===== src/rtl/seq_pkg.sv =====
// Shared elaboration-time helpers for serial pattern detectors: prefix/suffix
// border length and the failure-function next-state computation.
package seq_pkg;

    localparam int unsigned MAX_LEN = 16;

    // Bit idx of a pattern vector, with idx of any width.
    function automatic logic pbit(input logic [MAX_LEN-1:0] pattern, input int unsigned idx);
        logic [MAX_LEN-1:0] t;
        t = pattern >> idx;
        return t[0];
    endfunction

    // Length of the longest proper prefix of the pattern that is also its suffix.
    function automatic int unsigned border_len(input logic [MAX_LEN-1:0] pattern,
                                               input int unsigned        len);
        int unsigned best;
        logic        ok;
        best = 0;
        for (int unsigned j = 1; j < len; j++) begin
            ok = 1'b1;
            for (int unsigned m = 0; m < j; m++) begin
                if (pbit(pattern, len - 1 - m) != pbit(pattern, j - 1 - m)) ok = 1'b0;
            end
            if (ok) best = j;
        end
        return best;
    endfunction

    // Matched-prefix length after consuming bit b from state k.
    function automatic int unsigned next_state(input logic [MAX_LEN-1:0] pattern,
                                               input int unsigned        len,
                                               input int unsigned        k,
                                               input logic               b,
                                               input logic               overlap);
        int unsigned res;
        int unsigned idx;
        logic        ok;
        logic        sbit;
        res = 0;
        if (k == len - 1 && b == pbit(pattern, 0)) begin
            res = overlap ? border_len(pattern, len) : 0;
        end else begin
            // Received string is the first k pattern bits followed by b.
            for (int unsigned j = 1; j <= k + 1; j++) begin
                ok = 1'b1;
                for (int unsigned m = 0; m < j; m++) begin
                    idx  = k + 1 - j + m;
                    sbit = (idx == k) ? b : pbit(pattern, len - 1 - idx);
                    if (sbit != pbit(pattern, len - 1 - m)) ok = 1'b0;
                end
                if (ok && j < len) res = j;
            end
        end
        return res;
    endfunction

endpackage


===== src/rtl/sat_counter.sv =====
// Saturating up-counter with synchronous clear taking priority over increment.
module sat_counter #(
    parameter int unsigned W = 8
) (
    input  logic         clk,
    input  logic         rst_n,
    input  logic         inc,
    input  logic         clr,
    output logic [W-1:0] cnt,
    output logic         sat
);

    logic [W-1:0] cnt_q, cnt_d;
    logic         sat_q, sat_d;

    always_comb begin
        cnt_d = cnt_q;
        if (clr) begin
            cnt_d = '0;
        end else if (inc && !sat_q) begin
            cnt_d = cnt_q + W'(1);
        end
        sat_d = &cnt_d;
    end

    always_ff @(posedge clk or negedge rst_n) begin
        if (!rst_n) begin
            cnt_q <= '0;
            sat_q <= 1'b0;
        end else begin
            cnt_q <= cnt_d;
            sat_q <= sat_d;
        end
    end

    assign cnt = cnt_q;
    assign sat = sat_q;

endmodule


===== src/rtl/seq_detect_param.sv =====
// Parametrised serial pattern detector: Mealy match, registered match and a
// saturating match counter. Transitions come from a table built at elaboration.
module seq_detect_param #(
    parameter int unsigned     LEN     = 4,
    parameter logic [LEN-1:0]  PATTERN = 4'b1010,
    parameter bit              OVERLAP = 1'b1,
    parameter int unsigned     CNT_W   = 8
) (
    input  logic             clk,
    input  logic             rst,
    input  logic             en,
    input  logic             i,
    input  logic             clr_cnt,
    output logic             y,
    output logic             y_reg,
    output logic [CNT_W-1:0] match_cnt,
    output logic             cnt_sat
);
    import seq_pkg::*;

    localparam int unsigned KW = (LEN > 1) ? $clog2(LEN) : 1;

    if (LEN < 2 || LEN > MAX_LEN) begin : g_bad_len
        $error("seq_detect_param: LEN must be in 2..16");
    end
    if (CNT_W < 1) begin : g_bad_cnt_w
        $error("seq_detect_param: CNT_W must be at least 1");
    end

    // Indexed by {k, bit}; unreachable states (k >= LEN) map to 0.
    logic [KW-1:0] nxt_tab [2**(KW+1)];

    for (genvar s = 0; s < 2**KW; s++) begin : g_state
        for (genvar b = 0; b < 2; b++) begin : g_bit
            localparam int unsigned NS = (s < LEN)
                ? next_state(MAX_LEN'(PATTERN), LEN, s, 1'(b), OVERLAP) : 0;
            assign nxt_tab[2*s+b] = KW'(NS);
        end
    end

    logic [KW-1:0] k_q, k_d;
    logic          y_reg_q;
    logic          match_c;

    assign match_c = (k_q == KW'(LEN - 1)) && (i == PATTERN[0]);
    assign y       = rst && en && match_c;

    always_comb begin
        k_d = k_q;
        if (en) begin
            k_d = nxt_tab[{k_q, i}];
        end
    end

    always_ff @(posedge clk or negedge rst) begin
        if (!rst) begin
            k_q     <= '0;
            y_reg_q <= 1'b0;
        end else begin
            k_q     <= k_d;
            y_reg_q <= y;
        end
    end

    assign y_reg = y_reg_q;

    sat_counter #(
        .W (CNT_W)
    ) u_cnt (
        .clk   (clk),
        .rst_n (rst),
        .inc   (y),
        .clr   (clr_cnt),
        .cnt   (match_cnt),
        .sat   (cnt_sat)
    );

endmodule


===== config.mk =====
export PLATFORM = sky130hd
export DESIGN_NAME = seq_detect_param
export DESIGN_NICKNAME = d
export VERILOG_FILES = /design/src/rtl/seq_pkg.sv /design/src/rtl/sat_counter.sv /design/src/rtl/seq_detect_param.sv
export SDC_FILE = /design/constraint.sdc
export NUM_CORES = 1
export LEC_CHECK = 0
export CAP_MARGIN = 10
export CELL_PAD_IN_SITES_DETAIL_PLACEMENT = 2
export CELL_PAD_IN_SITES_GLOBAL_PLACEMENT = 2
export CORE_UTILIZATION = 28
export CTS_CLUSTER_SIZE = 40
export DETAILED_ROUTE_END_ITERATION = 7
export PLACE_DENSITY_LB_ADDON = 0.1
export SLEW_MARGIN = 10
export SYNTH_ARGS = -nofsm -noshare
export SYNTH_HDL_FRONTEND = slang
export SYNTH_HIERARCHICAL = 1
export SYNTH_SLANG_ARGS = --single-unit
export TNS_END_PERCENT = 10

===== constraint.sdc =====
create_clock -name clk -period 2.46 [get_ports clk]
set_clock_uncertainty 0.2 [all_clocks]
set_input_delay 0.492 -clock clk [delete_from_list [all_inputs] [get_ports clk]]
set_output_delay 0.492 -clock clk [all_outputs]
set_load 0.03 [all_outputs]

* Yosys cells after proc, flatten, opt, wreduce, memory -nomap -nowiden *
Memory sizes are Yosys's and may differ from the RTL's. A register that Yosys moved wholly into a read port is not among the register bits.
Cells that the tools add are included.

word-level totals
  input port bits = 5
  output and inout bits = 11
  flip-flop bits (word level) = 10
  memories = 1
  memory bits (read-only) = 16
  word-level logic and storage cells = 17

operators by class
  multiplexer cells = 2
  add/sub/neg operators = 1
  reductions and logical operators = 7
  bitwise logic cells = 2
  equality and inequality tests = 1

memories
  name             words  bits a word  rd ports  clocked after memory_dff  wr ports  RTL line                text
  (no name shown)  8      2            1         1                         0         seq_detect_param.sv:51  k_d = nxt_tab[{k_q, i}];

operators by type and width
  cell                   number
  $mux W8                2
  $add A8 B1 Y8 const B  1
  $reduce_and A8 Y1      1
  $logic_and A1 B1 Y1    4
  $not A3 Y4             1
  $eq A2 B2 Y1 const B   1
  $logic_not A1 Y1       2
  $not A1 Y1             1

* Depth between registers and ports, before layout *
Gate-level depths: netlist (run 1).

  depth after elaboration = 7
  gate-level depth with buffers = 7
  gate-level depth less buffers = 7

* By module *
Netlist (run 1), hierarchy kept.

modules (own cells, without submodules)
  module            area an instance (µm²)  instances  seq. area each (µm²)  cells an instance
  sat_counter       490.5                   1          225.2                 49
  seq_detect_param  127.6                   1          75.1                  10

* Least setup slack after synthesis (run 1) *
Ideal clock, no wire load.

  kind = input to register
  from = input port rst
  to = register u_cnt.sat_q, in the netlist u_cnt/sat
  arrival = 2,002 ps
  setup time = 120 ps
  data required time = 2,140 ps
  slack = 137 ps
  buffers on the path = 0
  stages = 7
  cell sequence = nand4_1 nor2_1 nand4b_1 nor3_2 xnor2_1 nor3_2 and4_1

on the way
  cells in the longest elaborated chain, start to end = 6

ends and longest elaborated chain
  element                            RTL line                text
  start, declared                    seq_detect_param.sv:10  input logic rst,
  $logic_and A1 B1 Y1 (2 in series)  seq_detect_param.sv:46  assign y = rst && en && match_c;
  net y                              seq_detect_param.sv:14  output logic y,
  $logic_and A1 B1 Y1                sat_counter.sv:20       end else if (inc && !sat_q) begin
  $mux W8                            sat_counter.sv:20
  $mux W8                            sat_counter.sv:18       if (clr) begin
  $reduce_and A8 Y1                  sat_counter.sv:23       sat_d = &cnt_d;
  net u_cnt.sat_d                    sat_counter.sv:14       logic sat_q, sat_d;
  end signal, assigned               sat_counter.sv:32       sat_q <= sat_d;
  end, declared                      sat_counter.sv:14

The timed path passes the listed nets, and every way through them passes these cells.

* Final worst setup path (run 1) *
  from = input port rst
  to = output port y

on the way
  cells in the longest elaborated chain, start to end = 2

ends and longest elaborated chain
  element                            RTL line
  $logic_and A1 B1 Y1 (2 in series)  seq_detect_param.sv:46
  end, declared                      seq_detect_param.sv:14

No other way between the ends.

==> results of run 1 <==
stage by stage:
| step | area (um^2) | total power [mW] |
|---|---|---|
| 2_1_floorplan | 618 | 0.243 |
| 3_3_place_gp | 825 | 0.269 |
| 3_5_place_dp | 825 | 0.272 |
| 4_1_cts | 861 | 0.444 |
| 5_1_grt | 861 | 0.452 |
| 6_report | 861 | 0.434 |
layer usage:
layer,vias to the layer above,part of all wire
li1,246,-
met1,243,0.49
met2,12,0.46
met3,0,0.046
met4,0,0
met5,-,0
power breakdown:
part / switching, mW / internal [mW] / total, mW / leakage (nW)
clock: 0.0728 / 0.0901 / 0.163 / 0.0210
sequential: 0.0125 / 0.208 / 0.221 / 0.163
combinational: 0.0259 / 0.0241 / 0.0500 / 0.200
cell usage after synthesis, drive strengths merged:
| cell | n |
|---|---|
| xnor2 | 4 |
| nor3 | 3 |
| nand4b | 1 |
| ha | 2 |
| and4 | 1 |
| nand2b | 1 |
| and2 | 1 |
| and2b | 1 |
| nand3 | 1 |
| or3 | 1 |
| inv | 1 |
| nand3b | 1 |
| nand2 | 6 |
| o22ai | 2 |
| xor2 | 3 |
| nand4 | 2 |
| dfrtp | 12 |
| o21ai | 1 |
| nor2 | 9 |
| a21oi | 3 |
| a31oi | 1 |
| buf | 1 |
| mux2 | 1 |
cells by family after synthesis:
| family | share of synthesized area |
|---|---|
| AND/OR/NAND/NOR | 0.273 |
| flip-flops | 0.486 |
| AO/OA/AOI/OAI | 0.0627 |
| XOR/XNOR | 0.0992 |
| buffers and inverters | 0.0142 |
| adder cells (fa/ha/maj) | 0.0405 |
| multiplexers | 0.0243 |
worst max-delay path by stage:
stage	cells after the start	slack, ps	start	to
final	5	290	rst	y
after global routing	9	210	rst	u_cnt/sat
after CTS	5	270	rst	y
after detailed placement	9	-0.4	rst	u_cnt/sat
after global placement	9	70	en	u_cnt/sat
after floorplan	7	140	rst	u_cnt/sat
cell usage in the layout, fill, tap and decap left out:
cell,n
o21ai_0,1
a31oi_1,1
buf_4,5
nand3_1,1
xor2_1,3
nand2b_1,1
clkbuf_4,3
nand4b_1,1
clkdlybuf4s50_1,14
or3_1,1
inv_1,1
ha_1,2
o22ai_1,2
dfrtp_1,12
mux2_4,1
nand3b_4,1
clkbuf_8,1
and2b_2,1
nor2_1,9
nor3_2,3
and4_1,1
and2_0,1
xnor2_1,4
nand4_1,2
a21oi_1,3
nand2_1,6
final cells by class:
cell class / instances / area, um^2 / area share
Multi-Input combinational cell: 45 / 309 / 0.359
Sequential cell: 12 / 300 / 0.349
Timing Repair Buffer: 19 / 178 / 0.206
Clock buffer: 4 / 36.3 / 0.0422
Tap cell: 27 / 33.8 / 0.0392
Inverter: 1 / 3.75 / 0.00436
==> results.sh, run 1 <==
export IMPL_cts_inserted_buffers=3
export IMPL_cp_top_family="buffers and inverters"
export IMPL_critPathKind="primary input to output pin"
export IMPL_power_leakage_nw=0.384
export IMPL_clock_latency_ps=280
export IMPL_fin_cells=108
export IMPL_start_util=0.306
export IMPL_synth_top_area_share=0.486
export IMPL_fin_tns_setup_ps=0
export IMPL_detail_route_antenna_nets=0
export IMPL_wl_per_cell_um=14.2
export IMPL_cts_hold_buffers=0
export IMPL_cts_root_buffer="clkbuf_4"
export IMPL_startpoint_type="primary input"
export IMPL_setup_slack_ps=289
export IMPL_die_height_um=49.0
export IMPL_tightest_slew_ps=324
export IMPL_peakVddDrop_v=0.000283
export IMPL_cts_max_level=1
export IMPL_grt_max_degree=13
export IMPL_drcViolationCount=0
export IMPL_yosysTopAreaCell="dfrtp_1"
export IMPL_r2r_end="u_cnt/sat"
export IMPL_maxSlewViolCount=0
export IMPL_min_period_ps=2170
export IMPL_clk_path_buf_depth=2
export IMPL_end_kind="output pin"
export IMPL_drive_gt1_frac=0.185
export IMPL_relSlewSlack=0.783
export IMPL_synth_area_leaders="dfrtp_1, xnor2_1, nor2_1"
export IMPL_yosysSeqAreaShare=0.486
export IMPL_drt_iter0_markers=6
export IMPL_dieArea_um2=2400
export IMPL_use_met3=0.0436
export IMPL_die_width_um=49.0
export IMPL_clkTransAtPathRegs_ps=90
export IMPL_final_core_util=0.426
export IMPL_place_gp_congestion=0.702
export IMPL_cts_tree="done"
export IMPL_syn_area_um2=618
export IMPL_yosys_register_bits=12
export IMPL_synthCells=59
export IMPL_final_net_count=89
export IMPL_final_hold_violation_count=0
export IMPL_cp_common_cell="buf_4"
export IMPL_grt_overflow_total=0
export IMPL_crit_required_ps=1770
export IMPL_grt_pass1_vias=542
export IMPL_grtUsageMet2=0.227
export IMPL_finalCritPeriodShare=0.882
export IMPL_fin_hold_ws_ps=352
export IMPL_slowest_delay_ps=490
export IMPL_use_met1=0.184
export IMPL_reg2reg_depth=8
export IMPL_cts_resized=0
export IMPL_placedCellCount=104
export IMPL_r2r_setup_slack_ps=620
export IMPL_wl_um=1530
export IMPL_port_buffers=15
export IMPL_critPathSlowestCell="clkdlybuf4s50_1"
export IMPL_track_usage=0.148
export IMPL_critPathMaxFanout=5
export IMPL_first_pass_iters=2
export IMPL_diodes=0
export IMPL_powerDensity_nw_per_um2=504
export IMPL_largest_reg_flops=8
export IMPL_io_pins=16
export IMPL_cp_arrival_ps=1480
export IMPL_coreArea_um2=2020
export IMPL_status="finished, final reports clean"
export IMPL_fmax_ghz=0.461
export IMPL_yosys_warnings=6
export IMPL_antenna_found_initial=0
export IMPL_syn_mean_instance_area_um2=10.5
export IMPL_grt_busiest_layer="met2"
export IMPL_setup_viol=0
export IMPL_dpl_hpwl_um=1170
export IMPL_num_rows=16
export IMPL_grt_pass1_wl_um=2590
export IMPL_final_fill_count=215
export IMPL_vias_per_cell=4.64
export IMPL_synth_nets=66
export IMPL_cts_sinks=12
export IMPL_grt_setup_unrepaired="false"
export IMPL_crit_chain="clkdlybuf4s50_1, nand4_1, nor2_1, buf_4, buf_4"
export IMPL_r2r_start="k_q[1]"
export IMPL_post_cts_setup_buffer_count=0
export IMPL_area_growth_pct=39.3
export IMPL_vias=501
export IMPL_synth_cell_type_count=23
export IMPL_path_buf_inv=3
export IMPL_place_ws_ps=-0.441
export IMPL_hp_class="primary input to async pin"
export IMPL_maxCapViolations=0
Power figures use the tool's default switching activity.
==> run 2, diff against run 1 <==
- CORE_ASPECT_RATIO: not set -> 0.6
==> run 2 against run 1 <==
Effect of this change: cell area up 3.5%; sequential power barely moved; first-iteration DRC count rose to 2.8 times the previous value; fmax shrank 5.0%; clock power increased by 36%; sequential cell count did not move; critical path depth increased by 4; hold slack worse by 22 ps; largest power group is now the clock network; highest routed layer is now met4.
==> results.sh, run 2 (synthesis results as in run 1) <==
export IMPL_grt_pass1_wl_um=2880
export IMPL_vias_per_cell=4.88
export IMPL_peakVddDrop_v=0.000287
export IMPL_slowest_delay_ps=500
export IMPL_drt_iter0_markers=17
export IMPL_clock_latency_ps=250
export IMPL_die_width_um=62.7
export IMPL_fin_hold_ws_ps=329
export IMPL_multiInputGateArea_um2=312
export IMPL_cts_sinks=12
export IMPL_coreArea_um2=1970
export IMPL_clk_path_buf_depth=2
export IMPL_num_rows=12
export IMPL_cp_arrival_ps=2270
export IMPL_final_net_count=90
export IMPL_layout_common_cells="clkdlybuf4s50_1, dfrtp_1, nor2_1, buf_4, nand2_1"
export IMPL_wl_per_cell_um=16.2
export IMPL_track_usage=0.177
export IMPL_status="finished, final reports clean"
export IMPL_place_gp_congestion=0.683
export IMPL_cts_inserted_buffers=3
export IMPL_antenna_found_initial=0
export IMPL_startpoint_type="primary input"
export IMPL_start_util=0.314
export IMPL_powerDensity_nw_per_um2=553
export IMPL_cts_max_level=1
export IMPL_end_kind="flip-flop"
export IMPL_grt_pass1_vias=559
export IMPL_relSlewSlack=0.793
export IMPL_power_leakage_nw=0.396
export IMPL_diodes=0
export IMPL_final_common_cell="clkdlybuf4s50_1"
export IMPL_largest_reg_flops=8
export IMPL_die_height_um=38.4
export IMPL_power_total_uw=493
export IMPL_detail_route_antenna_nets=0
export IMPL_wl_um=1780
export IMPL_clkTransAtPathRegs_ps=60
export IMPL_critPathSlowestCell="clkdlybuf4s50_1"
export IMPL_crit_required_ps=2440
export IMPL_io_pins=16
export IMPL_grt_setup_unrepaired="false"
export IMPL_fmax_ghz=0.438
export IMPL_final_fill_count=223
export IMPL_cts_tree="done"
export IMPL_cts_root_buffer="clkbuf_8"
export IMPL_critPathKind="primary input to flip-flop"
export IMPL_fin_tns_setup_ps=0
export IMPL_finalCritPeriodShare=0.929
export IMPL_hp_class="flip-flop to flip-flop"
export IMPL_vias=537
export IMPL_drcViolationCount=0
export IMPL_grt_max_degree=13
export IMPL_setup_viol=0
export IMPL_first_pass_iters=3
export IMPL_maxSlewViolCount=0
export IMPL_port_buffers=15
export IMPL_final_hold_violation_count=0
export IMPL_maxCapViolations=0
export IMPL_register_area_um2=300
export IMPL_drive_gt1_frac=0.207
export IMPL_min_period_ps=2290
export IMPL_critPathMaxFanout=5
export IMPL_crit_chain="clkdlybuf4s50_1, nand4_1, nor2_1, buf_4, nand4b_1, nor2_2, xnor2_1, o22ai_1, and4_1"
export IMPL_cts_hold_buffers=0
export IMPL_area_growth_pct=44.1
export IMPL_tightest_slew_ps=309
export IMPL_dpl_hpwl_um=1340
export IMPL_dieArea_um2=2410
export IMPL_grt_overflow_total=0
-- run 2: changes by cell type in the layout (fill, tap and decap cells not counted), sizes merged --
cell / delta
buf: +1
-- run 2: layout make-up --
class	count	share of cell area
Sequential cell	12	0.337
Clock buffer	4	0.0618
Tap cell	28	0.0393
Multi-Input combinational cell	45	0.350
Timing Repair Buffer	20	0.208
Inverter	1	0.00421
-- run 2: final timing paths --
path	from	end	slack, ps	cells past startpoint
setup / recovery	rst	u_cnt/sat	170	9
hold / removal	k_q[1]	k_q[1]	330	1
setup reg to reg	k_q[0]	u_cnt/sat	520	8
hold reg to reg	k_q[1]	k_q[1]	330	1
max in group asynchronous	rst	u_cnt/cnt[6]	1470	2
min in group asynchronous	rst	u_cnt/cnt[7]	420	2
-- run 2: power breakdown --
part | internal [mW] | switching (mW)
clock | 0.142 | 0.0803
sequential | 0.209 | 0.0108
combinational | 0.0241 | 0.0272
-- run 2: critical path: cells and delay by family --
family / cells / cell delay, ps
buffers and inverters: 2 / 650
AO/OA/AOI/OAI: 1 / 240
AND/OR/NAND/NOR: 5 / 790
XOR/XNOR: 1 / 100
-- run 2: what timing repair did --
action / in CTS / in global routing
endpoints found under the setup margin: 0 / 1
setup buffers: 0 / 0
resized for setup: 0 / 1
-- run 2: per-stage QoR --
step | setup slack [ps] | utilization | instances | area [um^2]
final | 175 | 0.453 | 110 | 891
after global routing | 37.7 | 0.453 | 110 | 891
after CTS | 137 | 0.452 | 110 | 888
after detailed placement | -36.5 | 0.424 | 106 | 833
after global placement | -6.08 | 0.424 | 106 | 833
after floorplan | 137 | - | 59 | 618
-- run 2: routing by layer --
| layer | global-route usage | part of all wire |
|---|---|---|
| met1 | 0.223 | 0.51 |
| met2 | 0.277 | 0.44 |
| met3 | 0.0744 | 0.044 |
| met4 | 0.0523 | 0.0062 |
| met5 | 0 | 0 |
